### config.mk
export PLATFORM = sky130hd
export DESIGN_NAME = uart_tx_scheduler
export DESIGN_NICKNAME = d
export VERILOG_FILES = /design/src/rtl/uart_tx_scheduler.sv
export SDC_FILE = /design/constraint.sdc
export NUM_CORES = 1
export LEC_CHECK = 0
export BUFFER_PORTS_ARGS = -buffer_cell sky130_fd_sc_hd__buf_2
export CORE_MARGIN = 4
export CORE_UTILIZATION = 25
export DETAILED_ROUTE_END_ITERATION = 12
export SKIP_CTS_REPAIR_TIMING = 1
export SLEW_MARGIN = 15
export SYNTH_ARGS = -nofsm -noshare
export SYNTH_HDL_FRONTEND = slang
export SYNTH_SLANG_ARGS = --single-unit
### constraint.sdc
create_clock -name clk_i -period 2.32 [get_ports clk_i]
set_input_delay 0.116 -clock clk_i [delete_from_list [all_inputs] [get_ports clk_i]]
set_output_delay 0.116 -clock clk_i [all_outputs]
set_load 0.005 [all_outputs]
### src/rtl/uart_tx_scheduler.sv
// Two-requester byte scheduler feeding a UART transmitter: per-requester FIFOs,
// round-robin arbitration, and a launch/acknowledge handshake with timeout.
module uart_tx_scheduler #(
  parameter int unsigned DATA_W      = 8,
  parameter int unsigned FIFO_DEPTH  = 4,
  parameter int unsigned ACK_TIMEOUT = 16
) (
  input  logic              clk_i,
  input  logic              rst_i,
  input  logic [DATA_W-1:0] req0_data_i,
  input  logic              req0_valid_i,
  output logic              req0_ready_o,
  input  logic [DATA_W-1:0] req1_data_i,
  input  logic              req1_valid_i,
  output logic              req1_ready_o,
  output logic [DATA_W-1:0] tx_data_o,
  output logic              tx_start_o,
  input  logic              tx_busy_i,
  output logic              grant_id_o,
  output logic              start_err_o
);

  localparam int unsigned PtrW = (FIFO_DEPTH > 1) ? $clog2(FIFO_DEPTH) : 1;
  localparam int unsigned CntW = $clog2(FIFO_DEPTH + 1);
  localparam int unsigned TmoW = $clog2(ACK_TIMEOUT + 1);

  typedef enum logic [1:0] {StIdle, StLaunch, StWaitAck, StWaitDone} state_e;

  logic [DATA_W-1:0] mem_q    [2][FIFO_DEPTH];
  logic [PtrW-1:0]   wr_ptr_q [2];
  logic [PtrW-1:0]   rd_ptr_q [2];
  logic [CntW-1:0]   count_q  [2];
  logic [DATA_W-1:0] in_data  [2];
  logic [DATA_W-1:0] head     [2];
  logic [1:0]        in_valid;
  logic [1:0]        ready;
  logic [1:0]        nonempty;
  logic [1:0]        push;
  logic [1:0]        pop;
  logic              sel;
  logic              pop_en;

  state_e            state_q;
  logic [TmoW-1:0]   tmo_q;
  logic [TmoW-1:0]   tmo_inc;
  logic [DATA_W-1:0] tx_data_q;
  logic              tx_start_q;
  logic              start_err_q;
  logic              grant_q;

  always_comb begin
    in_data[0]  = req0_data_i;
    in_data[1]  = req1_data_i;
    in_valid[0] = req0_valid_i;
    in_valid[1] = req1_valid_i;
    for (int i = 0; i < 2; i++) begin
      ready[i]    = count_q[i] < CntW'(FIFO_DEPTH);
      nonempty[i] = count_q[i] != '0;
      push[i]     = in_valid[i] & ready[i];
      head[i]     = mem_q[i][rd_ptr_q[i]];
    end
  end

  // Round-robin: with both queues occupied the requester not granted last wins.
  always_comb begin
    sel    = (&nonempty) ? ~grant_q : nonempty[1];
    pop_en = (state_q == StIdle) && !tx_busy_i && (|nonempty);
    pop[0] = pop_en & ~sel;
    pop[1] = pop_en & sel;
  end

  // Storage needs no reset; the pointers and counts define what is valid.
  always_ff @(posedge clk_i) begin
    for (int i = 0; i < 2; i++) begin
      if (push[i]) begin
        mem_q[i][wr_ptr_q[i]] <= in_data[i];
      end
    end
  end

  always_ff @(posedge clk_i) begin
    if (rst_i) begin
      for (int i = 0; i < 2; i++) begin
        wr_ptr_q[i] <= '0;
        rd_ptr_q[i] <= '0;
        count_q[i]  <= '0;
      end
    end else begin
      for (int i = 0; i < 2; i++) begin
        if (push[i]) wr_ptr_q[i] <= wr_ptr_q[i] + PtrW'(1);
        if (pop[i])  rd_ptr_q[i] <= rd_ptr_q[i] + PtrW'(1);
        if (push[i] && !pop[i]) begin
          count_q[i] <= count_q[i] + CntW'(1);
        end else if (pop[i] && !push[i]) begin
          count_q[i] <= count_q[i] - CntW'(1);
        end
      end
    end
  end

  assign tmo_inc = tmo_q + TmoW'(1);

  always_ff @(posedge clk_i) begin
    if (rst_i) begin
      state_q     <= StIdle;
      tmo_q       <= '0;
      tx_data_q   <= '0;
      tx_start_q  <= 1'b0;
      start_err_q <= 1'b0;
      grant_q     <= 1'b1;
    end else begin
      tx_start_q  <= 1'b0;
      start_err_q <= 1'b0;
      unique case (state_q)
        StIdle: begin
          if (pop_en) begin
            tx_data_q  <= sel ? head[1] : head[0];
            grant_q    <= sel;
            tx_start_q <= 1'b1;
            state_q    <= StLaunch;
          end
        end
        StLaunch: begin
          tmo_q   <= '0;
          state_q <= StWaitAck;
        end
        StWaitAck: begin
          if (tx_busy_i) begin
            state_q <= StWaitDone;
          end else begin
            tmo_q <= tmo_inc;
            // No acknowledge in time: flag it and drop the byte.
            if (tmo_inc == TmoW'(ACK_TIMEOUT)) begin
              start_err_q <= 1'b1;
              state_q     <= StIdle;
            end
          end
        end
        StWaitDone: begin
          if (!tx_busy_i) state_q <= StIdle;
        end
        default: state_q <= StIdle;
      endcase
    end
  end

  assign req0_ready_o = ready[0];
  assign req1_ready_o = ready[1];
  assign tx_data_o    = tx_data_q;
  assign tx_start_o   = tx_start_q;
  assign grant_id_o   = grant_q;
  assign start_err_o  = start_err_q;

endmodule

* Word level (Yosys, flattened, before mapping) *
Memory sizes are Yosys's and may differ from the RTL's.
Cells that the tools add are included.

storage, ports and cells
  flip-flop bits (word level) = 18
  latch bits = 0
  bits in writable memories = 78
  ROM bits = 0
  input port bits = 21
  output and inout port bits = 13
  logic and storage cells = 138
  memories = 4

memory list
  memory    words  width  read ports  clocked after Yosys merged registers in  write ports  line  RTL
  mem_q     2      32     2           0                                        2            29    logic [DATA_W-1:0] mem_q [2][FIFO_DEPTH];
  count_q   2      3      2           0                                        2            32    logic [CntW-1:0] count_q [2];
  rd_ptr_q  2      2      2           0                                        2            31    logic [PtrW-1:0] rd_ptr_q [2];
  wr_ptr_q  2      2      2           0                                        2            30    logic [PtrW-1:0] wr_ptr_q [2];

operators by class
  add/sub/neg operators = 9
  multiply operators = 0
  divide/modulo/power cells = 0
  order comparisons = 8
  equal/unequal tests = 8
  shift-type cells = 0
  multiplexer cells = 59
  bitwise gates (word level) = 20
  reduce and logical (&&, ||, !) cells = 24

operator list
  kind                   count
  $mux W32               2
  $mux W8                7
  $bmux W8 S2            2
  $demux W8 S2           2
  $mux W1                31
  $mux W2                8
  $ge A3 B3 Y1 const B   4
  $mux W3                4
  $not A2 Y3             4
  $pmux W5 S2            1
  $add A2 B1 Y2 const B  4
  $logic_and A1 B1 Y1    8
  $or A1 B1 Y1           8
  $pmux W2 S4            1
  $add A3 B1 Y3 const B  2
  $lt A3 B1 Y1 const B   2
  $lt A3 B3 Y1 const B   2
  $ne A2 B2 Y1 const B   3
  $reduce_and A2 Y1      3
  $reduce_bool A3 Y1     2
  $sub A3 B1 Y3 const B  2
  $add A5 B1 Y5 const B  1
  $eq A5 B5 Y1 const B   1
  $logic_not A1 Y1       5
  11 further kinds       19

* Longest topological paths before layout *
Gate-level depths: netlist of run 1.

  depth in word-level cells = 12
  mapped depth = 9
  gate-level depth less buffers = 8

* Least setup slack after synthesis of run 1 *
No wires, ideal clock.

  path kind = register to register
  start point = mem count_q[1][0] (netlist name)
  end point = mem count_q[0][2] (netlist name), data pin
  library setup time = 0.267 ns
  data arrival time = 1.821 ns
  required time = 2.053 ns
  setup slack = 0.232 ns
  cell stages (with the launch flop) = 10
  path buffers = 1
  path through = edfxtp_1 inv_1 ha_1 nor2b_1 buf_2 o2111ai_2 fa_1 xor2_1 xnor2_1 nor3_1

RTL lines
  what         line
  from (decl)  32

==> flow_summary.toml, run 1 <==
[timing]
finalCritPeriodShare_pct = 90.7
setup_viol = 0
slew_headroom_pct = 54.9
worst_pin_slew_ps = 675
fin_crit_ps = 2100
rsz0062_at_grt = "false"
setup_tns_ps = 0
clock_skew_ps = 5.41
max_freq_ghz = 0.475
finalHoldViolCount = 0
drv_slew = 0

[floorplan]
die_h_um = 139
pin_count = 34
core_um2 = 16700
initial_core_util_pct = 25.6
die-area_um2 = 19300
dieWidth_um = 139
rows = 47

[cts]
cts_buffers = 9
cts_buffer_depth = 2
cts-root-buf = "clkbuf_16"
cts_sinks = 96
cts_tree = "built"
clkSlewWorstSetupHoldPaths_ps = 60
htreeDepth = 3
clock_latency_ps = 340

[finish]
postLayoutCoreUtil_pct = 31.0
layout-drive-gt1-share_pct = 24.1
nNetsFinal = 374
synthToLayoutAreaGrowth_pct = 21.1
n_fill_cell = 1668
n_antenna_cell = 0
instances_no_fill = 565

[worst_setup_path]
start_kind = "flop"
cpPeakStageDelay_ps = 420
worstPathArrival_ps = 2180
crit_path_end_kind = "flop"
path_cells = "inv_1 > ha_1 > nor2b_1 > o2111ai_2 > fa_1 > xor2_1 > xnor2_1 > nor3_1"
cp.required_ps = 2400
crit_slowest_cell = "edfxtp_1"
critPathKind = "reg -> reg"
cp_max_fo = 3

[flow_run]
maxCapViolCount = 0

[global_route]
grt_pass1_vias = 2501
antenna_found_initial = 0
overflow = 0
grt_max_degree = 23
grt.total_usage_pct = 8.95
grt_pass1_wl_mm = 13.4

[logic_synthesis]
syn_area_per_cell_um2 = 15.0
async_flop_share_pct = 0
syn-num-nets = 320
synth_seq_area_share_pct = 63.1
synth_cell_types = 55
ys_seq_elements = 96
synth_flop_cell = "edfxtp_1"
synth_edf_count = 78
syn_area_um2 = 4280
yosysWarnings = 0
syn_inst = 286

[worst_hold_path]
min_path_type = "in -> reg"

[power]
power.static_leakage_nw = 1.82
p_per_area_nw_per_um2 = 1050
ir_worst_vdd_uv = 426

[routing]
routed_wl_mm = 8.47
avgRoutedWirePerCell_um = 15.0
num_vias = 2550
ant_nets = 0
drc_errors = 0
via_per_inst = 4.51
first_pass_iters = 4
drtIter0Drc = 153

[status]
run_status = "complete, no violations"

[place]
dp_cells = 533
hpwl_mm = 6.00
io_buffers = 33
place.gp.congestion = 0.758
-- metrics by stage --
stage | instance area (um^2) | hold WS (ps) | total power (W) | setup slack, ps
2_1_floorplan | 4280 | 215 | 0.00346 | 232
3_3_place_gp | 4700 | 329 | 0.00385 | 255
3_5_place_dp | 4700 | 334 | 0.00391 | 170
4_1_cts | 5020 | -24.3 | 0.00551 | 182
5_1_grt | 5180 | 174 | 0.00577 | 68.8
6_report | 5180 | 148 | 0.00545 | 215
-- kinds of logic after synthesis --
logic type	Yosys count	share of synthesized area (%)
AOI/OAI and AO/OA	55	10.1
xor gates and xnor gates	5	1.02
adders and majority gates	13	3.97
buffers and inverters	30	3.30
DFF	96	63.1
muxes	16	8.42
and+or+nand+nor	71	10.1
-- metal layers --
layer  track usage, %  vias to the layer above  routed length (um)
met3             3.45                        2                 310
met2             14.9                       51                4270
met4             1.70                        0                  18
met5                0                        -                   0
li1                 -                     1217                   -
met1             11.2                     1280                3880
-- worst paths after layout --
check | startpoint | slack, ps | endpoint | cells after the start
max | count_q[1][0]$_DFFE_PP_ | 220 | count_q[0][2]$_SDFFCE_PN0P_ | 8
min | tx_busy_i | 150 | state_q[1]$_SDFFE_PP0P_ | 3
max reg2reg | count_q[1][0]$_DFFE_PP_ | 220 | count_q[0][2]$_SDFFCE_PN0P_ | 8
min reg2reg | tx_data_o[5]$_SDFFE_PP0P_ | 460 | tx_data_o[5]$_SDFFE_PP0P_ | 1
-- where the power goes --
part	switching [W]	internal, W
Combinational	0.000808	0.000662
Clock	0.000615	0.000950
Sequential	0.000219	0.00220
-- sequential cells by signal (all words and copies together), names as in the netlist --
register	count
mem_q	64
tx_data_o	8
count_q	6
tmo_q	5
rd_ptr_q	4
wr_ptr_q	4
state_q	2
grant_id_o	1
start_err_o	1
tx_start_o	1
-- worst max-delay path: cells and delay by family, from the launching register on --
family	cells	cell delay (ps)
buf+inv	1	100
simple gates	2	260
xor+xnor	2	310
compound gates	1	170
fa+ha+maj	2	590
flops	1	420
-- placed cells by master (no fill, tap or decap), drive strengths merged, types with 5 or more instances in the layout --
cell type	instances
clkbuf	10
nor2	13
dfxtp	18
ha	12
mux4	16
dlygate4sd3	16
nand3	7
and2	6
o2bb2ai	8
buf	42
a21oi	9
nand2b	15
inv	17
and3	5
nor3	6
a22oi	8
a31oi	5
edfxtp	78
-- cell type report --
class	instances	area (um^2)	share of cell area [%]
Tap cell	220	275	5.31
Clock buffer	10	229	4.42
Clock inverter	6	90.1	1.74
Inverter	15	56.3	1.09
Timing Repair Buffer	58	393	7.58
Sequential cell	96	2700	52.1
Multi-Input combinational cell	160	1440	27.7
-- synth_stat cells, types with 2 or more instances --
library cell   n  area share [%]
xnor2_1        4            0.82
a41oi_1        2            0.41
clkbuf_1       3            0.26
nor2b_1        4            0.58
buf_2          5            0.58
inv_1         15             1.3
o2bb2ai_1      8             1.6
ha_1          12             3.5
buf_1          3            0.26
a21o_1         3            0.53
edfxtp_1      78              55
nor3_2         2            0.47
mux4_2        16             8.4
nand2b_1      15             2.2
nor3_1         4            0.47
nor2_1        13             1.1
nand3_1        7            0.82
o2111ai_2      2            0.70
a22oi_1        8             1.4
o211ai_1       3            0.53
o21ai_0        3            0.35
a31oi_1        4            0.58
a21oi_1        8            0.94
dfxtp_1       18             8.4
nand2_1        2            0.18
and3_1         5            0.73
and2_1         6            0.88
nor4b_1        2            0.41
or3_1          3            0.44
o21bai_1       2            0.35
o21a_1         2            0.35
Note: power is estimated with default switching activity, not from simulation.
==> run 2: changes to the inputs <==
--- a/config.mk
+++ b/config.mk
@@ -8,2 +8,3 @@
 export BUFFER_PORTS_ARGS = -buffer_cell sky130_fd_sc_hd__buf_2
+export CAP_MARGIN = 30
 export CORE_MARGIN = 4
@@ -11,2 +12,3 @@
 export DETAILED_ROUTE_END_ITERATION = 12
+export PLACE_DENSITY = 0.43
 export SKIP_CTS_REPAIR_TIMING = 1
==> constraint.sdc (replaced) <==
create_clock -name clk_i -period 2.32 [get_ports clk_i]
set_input_delay 0.232 -clock clk_i [delete_from_list [all_inputs] [get_ports clk_i]]
set_output_delay 0.232 -clock clk_i [all_outputs]
set_load 0.005 [all_outputs]
==> flow_summary.toml, run 2 (synthesis results as in run 1) <==
[floorplan]
initial_core_util_pct = 25.6
die-area_um2 = 19300
die_h_um = 139
pin_count = 34
rows = 47
core_um2 = 16700
dieWidth_um = 139

[routing]
routed_wl_mm = 8.76
first_pass_iters = 4
drtIter0Drc = 95
drc_errors = 0
avgRoutedWirePerCell_um = 15.9
via_per_inst = 4.43
ant_nets = 0
num_vias = 2439

[finish]
n_antenna_cell = 0
seq_area_um2 = 2700
synthToLayoutAreaGrowth_pct = 16.7
multi_input_area_um2 = 1440
layout_commonest_cell = "edfxtp_1"
nNetsFinal = 360
largest_register_ffs = 64
final_cell_mix = "edfxtp_1 (78), buf_2 (33), dfxtp_1 (18)"
layout-drive-gt1-share_pct = 26.0
n_fill_cell = 1718
instances_no_fill = 551
final_area_um2 = 5000

[power]
switchingPower_w = 0.00168
p_clk_share_pct = 26.4
p_total_w = 0.00527
seq_power_share_pct = 44.9
p_sw_share_pct = 31.9
p_comb_share_pct = 28.7
internal_power_w = 0.00359
p_per_area_nw_per_um2 = 1060
power.static_leakage_nw = 1.75
ir_worst_vdd_uv = 466

[global_route]
grt.total_usage_pct = 9.33
antenna_found_initial = 0
grt_pass1_vias = 2572
grt_pass1_wl_mm = 13.9
grt_max_degree = 23
overflow = 0

[worst_setup_path]
cp.required_ps = 2410
critPathKind = "reg -> reg"
worstPathArrival_ps = 2190
cp_max_fo = 3
cpPeakStageDelay_ps = 430
start_kind = "flop"
critical_path.top_delay_family = "adder cells"
crit_slowest_cell = "edfxtp_1"
path_buf_inv = 1
path_cells = "inv_1 > ha_1 > nor2b_1 > o2111ai_2 > fa_1 > xor2_1 > xnor2_1 > nor3_1"
crit_path_end_kind = "flop"

[timing]
slew_headroom_pct = 52.7
rsz0062_at_grt = "false"
finalHoldViolCount = 0
timing.hold.ws_ps = 103
setup_viol = 0
worst_pin_slew_ps = 706
finalCritPeriodShare_pct = 90.6
drv_slew = 0
clock_skew_ps = 9.15
max_freq_ghz = 0.476
setup_tns_ps = 0
fin_crit_ps = 2100

[cts]
cts-root-buf = "clkbuf_16"
cts_buffers = 9
htreeDepth = 3
cts_sinks = 96
clkSlewWorstSetupHoldPaths_ps = 70
clock_latency_ps = 340
cts_tree = "built"
cts_buffer_depth = 2

[status]
run_status = "complete, no violations"

[place]
io_buffers = 33
placed_cell_area_um2 = 4720
hpwl_mm = 6.18
dp_cells = 535
place.gp.congestion = 0.748

[flow_run]
maxCapViolCount = 0

[worst_hold_path]
min_path_type = "in -> reg"
[run 2: changes by cell type in the layout (fill, tap and decap cells not counted)]
cell	before	now
buf_4	9	11
bufinv_16	2	0
clkinv_1	1	0
clkinv_2	0	1
dlygate4sd3_1	16	0
inv_6	2	4
[run 2: layout make-up]
class | instances | share of cell area (%)
tap | 220 | 5.51
sequential | 96 | 54.1
timing repair buffer | 44 | 4.96
inverter | 15 | 1.13
clock buffer | 10 | 4.58
multi-input combinational | 160 | 28.8
clock inverter | 6 | 0.976
[run 2: final timing paths]
path	from	endpoint	slack, ps	depth (start not counted)
worst max-delay path	count_q[1][0]$_DFFE_PP_	count_q[0][2]$_SDFFCE_PN0P_	220	8
worst min register to register	tx_data_o[5]$_SDFFE_PP0P_	tx_data_o[5]$_SDFFE_PP0P_	460	1
worst max register to register	count_q[1][0]$_DFFE_PP_	count_q[0][2]$_SDFFCE_PN0P_	220	8
worst min-delay path	req1_data_i[1]	mem_q[0][57]$_DFFE_PP_	100	1
[run 2: worst register-to-register path: stages (launching register included)]
cell	delay [ps]
edfxtp_1	430
inv_1	110
ha_1	160
nor2b_1	210
o2111ai_2	160
fa_1	410
xor2_1	170
xnor2_1	140
nor3_1	60
[run 2: metrics by stage]
step | util [%] | worst slack [ps]
after CTS | 29.9 | 192
final | 29.9 | 218
after floorplan | - | 232
after global routing | 29.9 | 77.0
after detailed placement | 28.3 | 187
after global placement | 28.3 | 258
[run 2: routing by layer]
| metal | GRT usage, % | up-vias | wire length, um | share of wire [%] |
|---|---|---|---|---|
| li1 | - | 1188 | - | - |
| met1 | 12.4 | 1204 | 4190 | 48 |
| met4 | 2.63 | 0 | 99 | 1.1 |
| met2 | 14.8 | 37 | 4150 | 47 |
| met3 | 2.86 | 10 | 316 | 3.6 |
| met5 | 0 | - | 0 | 0 |
[run 2: power groups by stage]
stage | combinational, W | clock [W] | sequential, W
2_1_floorplan | 0.00111 | 0 | 0.00234
3_3_place_gp | 0.00154 | 0 | 0.00240
3_5_place_dp | 0.00155 | 0 | 0.00241
4_1_cts | 0.00156 | 0.00144 | 0.00237
5_1_grt | 0.00170 | 0.00151 | 0.00241
6_report | 0.00152 | 0.00139 | 0.00237
